$ cat src/rtl/pool_result_collector_pkg.sv
// Shared definitions for the pooled-result collector: default geometry and FSM encodings.
// Latency: n/a (types and constants only).
// Backpressure: n/a.
package pool_result_collector_pkg;

    localparam int DATA_W_DEF = 23;   // width of one pooled result
    localparam int N_OUT_DEF  = 9;    // results per 3x3 pooled tile
    localparam int ADDR_W_DEF = 4;    // width of the slot index
    localparam int OUT_W_DEF  = 8;    // clamp width when output saturation is built in

    typedef enum logic [1:0] {
        ST_COLLECT = 2'd0,
        ST_DRAIN   = 2'd1,
        ST_DONE    = 2'd2
    } state_e;

endpackage

$ cat src/rtl/pool_slot_regfile.sv
// Slot storage for one pooled tile: N_OUT x DATA_W registers, one write port, one async read port, fill mask.
// Latency: a write is visible on rd_data the cycle after it is presented; full_nxt is combinational.
// Backpressure: none; the caller gates wr_en. Ports: clk/rst, clr (frame clear), wr_*, rd_addr/rd_data, full_nxt.
module pool_slot_regfile
    import pool_result_collector_pkg::*;
#(
    parameter int DATA_W = DATA_W_DEF,
    parameter int N_OUT  = N_OUT_DEF,
    parameter int ADDR_W = ADDR_W_DEF
) (
    input  logic              clk,
    input  logic              rst,
    input  logic              clr,
    input  logic              wr_en,
    input  logic [ADDR_W-1:0] wr_addr,
    input  logic [DATA_W-1:0] wr_data,
    input  logic [ADDR_W-1:0] rd_addr,
    output logic [DATA_W-1:0] rd_data,
    output logic              full_nxt
);

    logic [DATA_W-1:0] slot_q [N_OUT];
    logic [DATA_W-1:0] slot_d [N_OUT];
    logic [N_OUT-1:0]  mask_q;
    logic [N_OUT-1:0]  mask_d;

    // Clear happens before the write so a write coinciding with clr lands in the new frame.
    // The mask is a set of bits, so repeated writes to one slot can never count twice.
    always_comb begin
        slot_d = slot_q;
        mask_d = clr ? '0 : mask_q;
        if (wr_en) begin
            slot_d[wr_addr] = wr_data;
            mask_d[wr_addr] = 1'b1;
        end
    end

    // Look-ahead full flag lets the FSM enter DRAIN on the edge of the final write.
    assign full_nxt = &mask_d;
    assign rd_data  = slot_q[rd_addr];

    always_ff @(posedge clk or negedge rst) begin
        if (!rst) begin
            mask_q <= '0;
            for (int i = 0; i < N_OUT; i++) begin
                slot_q[i] <= '0;
            end
        end else begin
            mask_q <= mask_d;
            slot_q <= slot_d;
        end
    end

endmodule

$ cat src/rtl/pool_result_collector.sv
// Collects the N_OUT pooled results of one tile in any order, then streams them out in index order.
// Latency: first m_valid one cycle after the final slot write; then up to one word per cycle.
// Backpressure: m_ready low holds m_data/m_index/m_last stable. Optional clamp: define POOL_OUT_SAT_EN.
// Ports: clk, rst (async active-low), frame_start, wr_en/wr_addr/wr_data (processor side),
//        m_valid/m_ready/m_data/m_index/m_last (stream side), done, err_range, err_late (sticky flags).
module pool_result_collector
    import pool_result_collector_pkg::*;
#(
    parameter int DATA_W = DATA_W_DEF,
    parameter int N_OUT  = N_OUT_DEF,
    parameter int ADDR_W = ADDR_W_DEF
`ifdef POOL_OUT_SAT_EN
    , parameter int OUT_W = OUT_W_DEF
`endif
) (
    input  logic              clk,
    input  logic              rst,
    input  logic              frame_start,
    input  logic              wr_en,
    input  logic [ADDR_W-1:0] wr_addr,
    input  logic [DATA_W-1:0] wr_data,
    output logic              m_valid,
    input  logic              m_ready,
    output logic [DATA_W-1:0] m_data,
    output logic [ADDR_W-1:0] m_index,
    output logic              m_last,
    output logic              done,
    output logic              err_range,
    output logic              err_late
);

    localparam logic [ADDR_W-1:0] LAST_IDX = ADDR_W'(N_OUT - 1);

    state_e            state_q, state_d;
    logic [ADDR_W-1:0] m_index_q, m_index_d;
    logic [ADDR_W-1:0] last_addr_q, last_addr_d;
    logic [DATA_W-1:0] last_data_q, last_data_d;
    logic              err_range_q, err_range_d;
    logic              err_late_q, err_late_d;

    logic              in_collect;
    logic              addr_ok;
    logic              slot_we;
    logic              full_nxt;
    logic              hs;
    logic              repeat_wr;
    logic [DATA_W-1:0] rd_data;
    logic [DATA_W-1:0] out_data;

    // frame_start makes this cycle behave as COLLECT so a simultaneous write joins the new frame.
    assign in_collect = frame_start || (state_q == ST_COLLECT);
    assign addr_ok    = (wr_addr <= LAST_IDX);
    assign slot_we    = wr_en && addr_ok && in_collect;
    assign hs         = (state_q == ST_DRAIN) && m_ready;
    // A processor holding write_out high keeps repeating its last write; that is not a late write.
    assign repeat_wr  = (wr_addr == last_addr_q) && (wr_data == last_data_q);

    pool_slot_regfile #(
        .DATA_W (DATA_W),
        .N_OUT  (N_OUT),
        .ADDR_W (ADDR_W)
    ) u_regfile (
        .clk      (clk),
        .rst      (rst),
        .clr      (frame_start),
        .wr_en    (slot_we),
        .wr_addr  (wr_addr),
        .wr_data  (wr_data),
        .rd_addr  (m_index_q),
        .rd_data  (rd_data),
        .full_nxt (full_nxt)
    );

    always_comb begin
        state_d     = state_q;
        m_index_d   = m_index_q;
        last_addr_d = last_addr_q;
        last_data_d = last_data_q;
        err_range_d = err_range_q;
        err_late_d  = err_late_q;

        if (frame_start) begin
            state_d     = ST_COLLECT;
            m_index_d   = '0;
            err_range_d = 1'b0;
            err_late_d  = 1'b0;
        end

        if (in_collect && wr_en) begin
            if (addr_ok) begin
                last_addr_d = wr_addr;
                last_data_d = wr_data;
            end else begin
                err_range_d = 1'b1;
            end
            if (slot_we && full_nxt) begin
                state_d = ST_DRAIN;
            end
        end

        if (!in_collect && wr_en && !repeat_wr) begin
            err_late_d = 1'b1;
        end

        // m_index parks on the last slot after the final beat; frame_start rewinds it.
        if (!frame_start && hs) begin
            if (m_index_q == LAST_IDX) begin
                state_d = ST_DONE;
            end else begin
                m_index_d = m_index_q + 1'b1;
            end
        end
    end

    always_ff @(posedge clk or negedge rst) begin
        if (!rst) begin
            state_q     <= ST_COLLECT;
            m_index_q   <= '0;
            last_addr_q <= '0;
            last_data_q <= '0;
            err_range_q <= 1'b0;
            err_late_q  <= 1'b0;
        end else begin
            state_q     <= state_d;
            m_index_q   <= m_index_d;
            last_addr_q <= last_addr_d;
            last_data_q <= last_data_d;
            err_range_q <= err_range_d;
            err_late_q  <= err_late_d;
        end
    end

`ifdef POOL_OUT_SAT_EN
    localparam logic [DATA_W-1:0] SAT_MAX = DATA_W'((2 ** OUT_W) - 1);
    assign out_data = (rd_data > SAT_MAX) ? SAT_MAX : rd_data;
`else
    assign out_data = rd_data;
`endif

    assign m_valid   = (state_q == ST_DRAIN);
    assign m_data    = m_valid ? out_data : '0;
    assign m_index   = m_index_q;
    assign m_last    = m_valid && (m_index_q == LAST_IDX);
    assign done      = (state_q == ST_DONE);
    assign err_range = err_range_q;
    assign err_late  = err_late_q;

endmodule

$ cat config.mk
export PLATFORM = sky130hd
export DESIGN_NAME = pool_result_collector
export DESIGN_NICKNAME = d
export VERILOG_FILES = /design/src/rtl/pool_result_collector_pkg.sv /design/src/rtl/pool_slot_regfile.sv /design/src/rtl/pool_result_collector.sv
export SDC_FILE = /design/constraint.sdc
export NUM_CORES = 1
export LEC_CHECK = 0
export CORE_ASPECT_RATIO = 2
export CORE_MARGIN = 2
export CORE_UTILIZATION = 45
export CTS_CLUSTER_SIZE = 16
export DETAILED_ROUTE_END_ITERATION = 8
export PLACE_DENSITY = 0.65
export SKIP_CTS_REPAIR_TIMING = 1
export SLEW_MARGIN = 10
export SYNTH_ARGS = -nofsm -noshare
export SYNTH_HDL_FRONTEND = slang
export SYNTH_SLANG_ARGS = --single-unit
$ cat constraint.sdc
create_clock -name clk -period 2.77 [get_ports clk]
set_clock_uncertainty 0.15 [all_clocks]
set_input_delay 0.554 -clock clk [delete_from_list [all_inputs] [get_ports clk]]
set_output_delay 0.554 -clock clk [all_outputs]
set_load 0.01 [all_outputs]
After elaboration in Yosys (flattened, before gate mapping)
Index checks and enable logic that the tools add are counted.
{"block": "word_totals", "ram_bits": 0, "regBits": 251, "romBits": 0, "latchBits": 0, "out_inout_bits": 32, "wordCells": 75, "in_bits": 32, "mem_count": 0}
{"block": "op_classes", "shifts": 0, "n_reduce_logical": 20, "n_eq_ne": 5, "n_mul": 0, "magnitude_cmp": 6, "n_div": 0, "n_bitwise": 3, "add_sub_neg": 1, "n_mux": 24}
{"operator": "bitwise mux 207 bit", "count": 1}
{"operator": "binary-select mux 23 bit (select 4 bit)", "count": 1}
{"operator": "demux 23 bit (select 4 bit)", "count": 1}
{"operator": "two-way mux 23 bit", "count": 4}
{"operator": "== test 23 bit", "count": 1}
{"operator": "two-way mux 9 bit", "count": 2}
{"operator": "logical AND 1 bit", "count": 12}
{"operator": "two-way mux 4 bit", "count": 3}
{"operator": ">= comparator 5 bit (second input constant)", "count": 2}
{"operator": "two-way mux 2 bit", "count": 5}
{"operator": "NOT 4 -> 5 bit", "count": 2}
{"operator": "OR 9 bit", "count": 1}
{"operator": "AND reduction 9 bit", "count": 1}
{"operator": "two-way mux 1 bit", "count": 6}
{"operator": "< comparator 4 x 5 -> 1 bit (second input constant)", "count": 1}
{"operator": "< comparator 5 x 1 -> 1 bit (second input constant)", "count": 1}
{"operator": "adder 4 x 1 -> 4 bit (second input constant)", "count": 1}
{"operator": "demux 1 bit (select 4 bit)", "count": 1}
{"operator": "== test 4 bit", "count": 1}
{"operator": "== test 4 bit (second input constant)", "count": 1}
{"operator": ">= comparator 4 x 1 -> 1 bit (second input constant)", "count": 1}
{"operator": "<= comparator 4 bit (second input constant)", "count": 1}
{"operator": "zero test 1 bit", "count": 3}
{"operator": "== test 2 x 1 -> 1 bit (second input constant)", "count": 1}
{"operator": "5 further kinds", "count": 5}

Depth between registers and ports, before layout
{"block": "depth", "depth_word": 12, "depth_mapped": 9}

Hierarchy
From an unflattened synthesis, not the netlist that was laid out.
{"block": "unflattened", "hier_cells": 762, "hier_area_um2": 11656.2}
{"mod": "pool_slot_regfile", "area_each_um2": 9688.0, "cells_each": 596, "instances": 1, "seq_area_each_um2": 5405.2}
{"mod": "pool_result_collector", "area_each_um2": 1968.1, "cells_each": 166, "instances": 1, "seq_area_each_um2": 875.8}

Least setup slack after synthesis
Ideal clock, no wire load.
{"block": "synth_path", "path_type": "register to output", "start": "register m_index_q[0] (netlist: m_index[0])", "end": "output port m_data[10]", "path_slack_ps": 431, "t_arrival_ps": 1635, "required_ps": 2066, "stages_incl_launch_ff": 6, "cell_sequence": "dfrtp_1 clkbuf_1 buf_2 mux4_2 mux2i_1 o21ai_0"}
{"block": "synth_via", "elab_chain_cells": 5}
{"item": "from (decl)", "line": "pool_result_collector.sv:35", "text": "logic [ADDR_W-1:0] m_index_q, m_index_d;"}
{"item": "from (signal assigned)", "line": "pool_result_collector.sv:125", "text": "m_index_q <= m_index_d;"}
{"item": "NOT 4 -> 5 bit (not written as such)", "line": "pool_slot_regfile.sv:40", "text": "assign rd_data = slot_q[rd_addr];"}
{"item": "binary-select mux 23 bit (select 4 bit)", "line": "pool_slot_regfile.sv:40"}
{"item": "two-way mux 23 bit (not written as such) (2 in series)", "line": "pool_slot_regfile.sv:40"}
{"item": "two-way mux 23 bit", "line": "pool_result_collector.sv:141", "text": "assign m_data = m_valid ? out_data : '0;"}
{"item": "to (decl)", "line": "pool_result_collector.sv:24", "text": "output logic [DATA_W-1:0] m_data,"}
No other way between the ends. The select of a mux whose other input is x is not followed.

Worst setup path in the final report
{"block": "layout_path", "start": "register m_index_q[0] (netlist: m_index[0])", "end": "output port m_data[7]"}
The elaborated chain is that of the path after synthesis.

==> results.md <==
| Step | Parameter | This run |
|---|---|---|
| setup path | Type of the worst setup path | register to output port |
| logic synthesis | YS warnings | 0 |
| setup path | WP data required | 2.07 ns |
| power and ir drop | Leakage power | 5.994 nW |
| setup path | Highest net fanout along the worst path | 9 |
| setup path | Worst path arrival time | 2.22 ns |
| final layout | Final Util | 0.5428 |
| sta | Setup-violating endpoint count in the final report | 23 |
| final layout | Layout Nets | 922 |
| detailed routing | Drt wl/cell | 23.01 µm |
| logic synthesis | Cells after Synth | 795 |
| final layout | Share of cells above drive strength 1 | 0.4834 |
| power and ir drop | Reg power frac | 0.507 |
| clocking | Reg clk slew, reported paths | 0.07 ns |
| clocking | Number of CTS-inserted buffers | 23 |
| global routing | Total routing usage reported by global routing | 0.2160 |
| final layout | Synth-to-Final Area Change | 18.45% |
| logic synthesis | Synth area leaders | dfrtp_1 53%, mux2_2 20%, mux4_2 8.8% |
| run status | Result of the run | finished with violations |
| logic synthesis | Flip-flop and latch count after synthesis | 251 |
| clocking | Maximum clock insertion buffer count | 3 |
| sta | Setup repair after global routing missed its margin | true |
| place | IO buf count | 63 |
| sta | Final Max Tran Viols | 0 |
| power and ir drop | Final Total Pwr | 0.009557 W |
| clocking | CTS H-Tree Depth | 1 |
| floorplan | Die Area | 27510 µm² |
| sta | Final Hold Vio Count | 0 |
| setup path | Capturing element type of the critical path | output port |
| power and ir drop | Peak ir drop on the vdd network | 0.0003238 V |
| logic synthesis | Leading register cell type out of synthesis | dfrtp_1 |
| clocking | Clock root buffer master | clkbuf_16 |
| sta | Crit path setup slack, layout | -0.1500 ns |
| power and ir drop | Switching part of the total | 0.2470 |
| floorplan | Top Ports | 64 |
| floorplan | Placeable core region | 25650 µm² |
| detailed routing | Vias per inst | 5.564 |
| global routing | Sum of overflow across all layers after global routing | 0 |
| floorplan | Die X | 118.3 µm |
| final layout | Total inserted antenna cells | 0 |
| logic synthesis | Portion of synthesized cell area occupied by the leading cell type | 0.5343 |
| global routing | Antenna violations before repair | 0 |
| place | Final weighted congestion in routability-driven placement | 0.8573 |
| place | Half-perimeter wire length of the detailed placement result | 19.19 mm |
| job | Max_cap viols | 0 |
| power and ir drop | Switching power of the nets | 0.002361 W |
| detailed routing | Detailed Routing Iterations Pass 1 | 4 |
| run status | Violations in the final reports | negative setup slack |
| setup path | Startpoint Class | register |
| detailed routing | Number of DRC violations after detailed-routing iteration 0 | 360 |
| logic synthesis | Number of flops mapped to enable cells by yosys | 0 |
| logic synthesis | Post-Syn Area | 11760 µm² |
| sta | Clock period minus final worst setup slack | 2.920 ns |
| global routing | Pin count of the biggest net entering global routing | 84 |
| logic synthesis | Sequential-to-total area share from yosys stat | 0.5343 |
| detailed routing | Total wirelength of the detailed-routed design | 28.62 mm |
| logic synthesis | Mapped Nets | 829 |
| detailed routing | Remaining antenna violation count after routing | 0 |
| min path | Hold/Removal Path Class | register to register |
| power and ir drop | Power per Cell Area | 686.4 nW/µm² |
| power and ir drop | Part of the power in the clock network | 0.331 |
| global routing | Number of global-route vias before repair | 7779 |
| power and ir drop | Share of total power in combinational logic | 0.161 |
| detailed routing | DRC violation count after routing | 0 |
| clocking | Worst-Skew Late Latency | 0.53 ns |
| floorplan | Floorplan row count | 83 |
| logic synthesis | Average cell area after synthesis | 14.79 µm² |
| logic synthesis | Library cells used by synthesis | 51 |
| sta | Normalized max-slew margin | 0.5660 |
| power and ir drop | Cell-internal power | 0.007196 W |
| sta | Maximum frequency from static timing analysis | 342.5 MHz |
| final layout | Filler Cell Count | 2119 |
| clocking | CTS Sinks | 251 |
| sta | Part of the cycle the worst path needs | 1.054 |
| floorplan | Floorplan die height | 232.6 µm |
| global routing | Wire length of the first global-routing pass | 45.58 mm |
| sta | Actual slew at the worst max-slew pin | 0.6510 ns |
| logic synthesis | Cell taking the most area after synthesis | dfrtp_1 |
| clocking | Clock tree from TritonCTS | done |
| floorplan | Initial standard-cell utilization of the core | 0.4583 |
| logic synthesis | Share of synthesized flip-flops with an asynchronous set or reset | 1.000 |
| detailed routing | Vias | 6922 |
-- critical path, stage by stage (launching register included) --
cell and delay, ns:
dfrtp_4 0.54, buf_12 0.17, buf_4 0.13, mux4_2 0.44
mux2i_4 0.18, o21ai_0 0.09, clkbuf_2 0.14
-- flip-flops by register name (all words and copies together), names as in the netlist --
name / flops
err_late: 1
err_range: 1
last_addr_q: 4
last_data_q: 23
m_index: 4
state_q: 2
u_regfile.mask_q: 9
u_regfile.slot_q: 207
-- stage by stage --
step                      setup slack (ns)  cell area, µm²  instances  TNS [ns]  hold slack [ns]
after floorplan                     0.4313           11760        795         0           0.1084
after global placement             -0.1233           13170       1197   -0.4082           0.3233
after detailed placement           -0.1470           13170       1197   -0.5627           0.3295
after CTS                          -0.7321           13900       1238    -13.69          -0.1058
after global routing               -0.2286           13920       1244    -4.383           0.3570
final                              -0.1500           13920       1244    -2.404           0.3450
-- power by group through the flow --
stage	Combinational (W)	Clock [W]	Sequential (W)
finish	0.00154	0.00317	0.00485
floorplan	0.00114	0	0.00475
detailed placement	0.00154	0	0.00491
global placement	0.00146	0	0.00483
CTS	0.00154	0.00323	0.00484
global route	0.00167	0.00338	0.00493
-- logic make-up (layout without fill, tap and decap cells) --
logic type | count (synthesis) | count (layout) | share of synthesized area
muxes | 304 | 304 | 0.3387
DFF | 251 | 251 | 0.5343
buffers and inverters | 80 | 189 | 0.03810
and+or+nand+nor | 79 | 79 | 0.03928
AOI/OAI and AO/OA | 50 | 50 | 0.02587
xor gates and xnor gates | 29 | 29 | 0.02161
adders and majority gates | 2 | 2 | 0.002128
-- cell usage in the layout, fill, tap and decap left out, types with 3 or more instances in the layout --
cell type / Yosys / layout
o21ai_2: 0 / 4
mux4_2: 46 / 46
nand4_1: 8 / 8
nor2_1: 10 / 9
buf_12: 0 / 20
nand3_1: 4 / 4
clkinv_2: 0 / 3
inv_1: 9 / 8
buf_2: 19 / 11
o21ai_0: 31 / 23
nand2_2: 1 / 3
mux2i_1: 25 / 19
mux2_4: 19 / 19
nand2_1: 28 / 26
clkdlybuf4s50_1: 0 / 38
clkbuf_2: 0 / 13
mux2i_2: 0 / 4
clkbuf_1: 33 / 7
mux2_1: 3 / 3
and2_1: 3 / 3
mux2_2: 211 / 211
nor2b_1: 4 / 4
nand2_4: 3 / 3
o21ai_1: 0 / 4
and3_1: 3 / 3
clkbuf_8: 0 / 5
buf_4: 3 / 52
a21o_1: 4 / 4
nand3b_1: 3 / 3
clkbuf_16: 0 / 23
xnor2_1: 25 / 25
xor2_1: 4 / 4
dfrtp_1: 251 / 248
-- synthesized netlist by cell type, drive strengths merged (2+ instances only) --
library cell and instances:
a21o 4, and2 3, and3 3, and3b 2, buf 38, clkbuf 33, dfrtp 251, ha 2
inv 9, mux2 233, mux2i 25, mux4 46, nand2 32, nand3 5, nand3b 3, nand4 8
nor2 11, nor2b 4, nor3 3, o21ai 31, o31ai 2, xnor2 25, xor2 4
-- final timing paths --
| check | startpoint | to | slack (ns) | depth (start not counted) |
|---|---|---|---|---|
| max | m_index[0] | m_data[7] | -0.15 | 6 |
| min | u_regfile.slot_q[165] | u_regfile.slot_q[165] | 0.35 | 1 |
| max reg2reg | state_q[1] | u_regfile.slot_q[23] | 0.53 | 6 |
| min reg2reg | u_regfile.slot_q[165] | u_regfile.slot_q[165] | 0.35 | 1 |
| max in group asynchronous | rst | m_index[0] | 1.18 | 3 |
| min in group asynchronous | rst | u_regfile.slot_q[193] | 0.47 | 2 |
-- layout make-up --
| class | count | area [µm²] | area share |
|---|---|---|---|
| sequential | 251 | 6287 | 0.4516 |
| tap | 340 | 425.4 | 0.03055 |
| clock inverter | 6 | 62.56 | 0.004493 |
| multi-input combinational | 464 | 5090 | 0.3656 |
| timing repair buffer | 139 | 1354 | 0.09723 |
| inverter | 9 | 33.78 | 0.002426 |
| clock buffer | 35 | 670.6 | 0.04817 |
-- metal layers --
metal	wire [µm]	GRT usage	up-vias
li1	-	-	3042
met1	11230	0.2565	3697
met2	15490	0.3927	142
met3	1209	0.02917	41
met4	695	0.08584	0
met5	0	0	-
(Power assumes the default switching activity.)
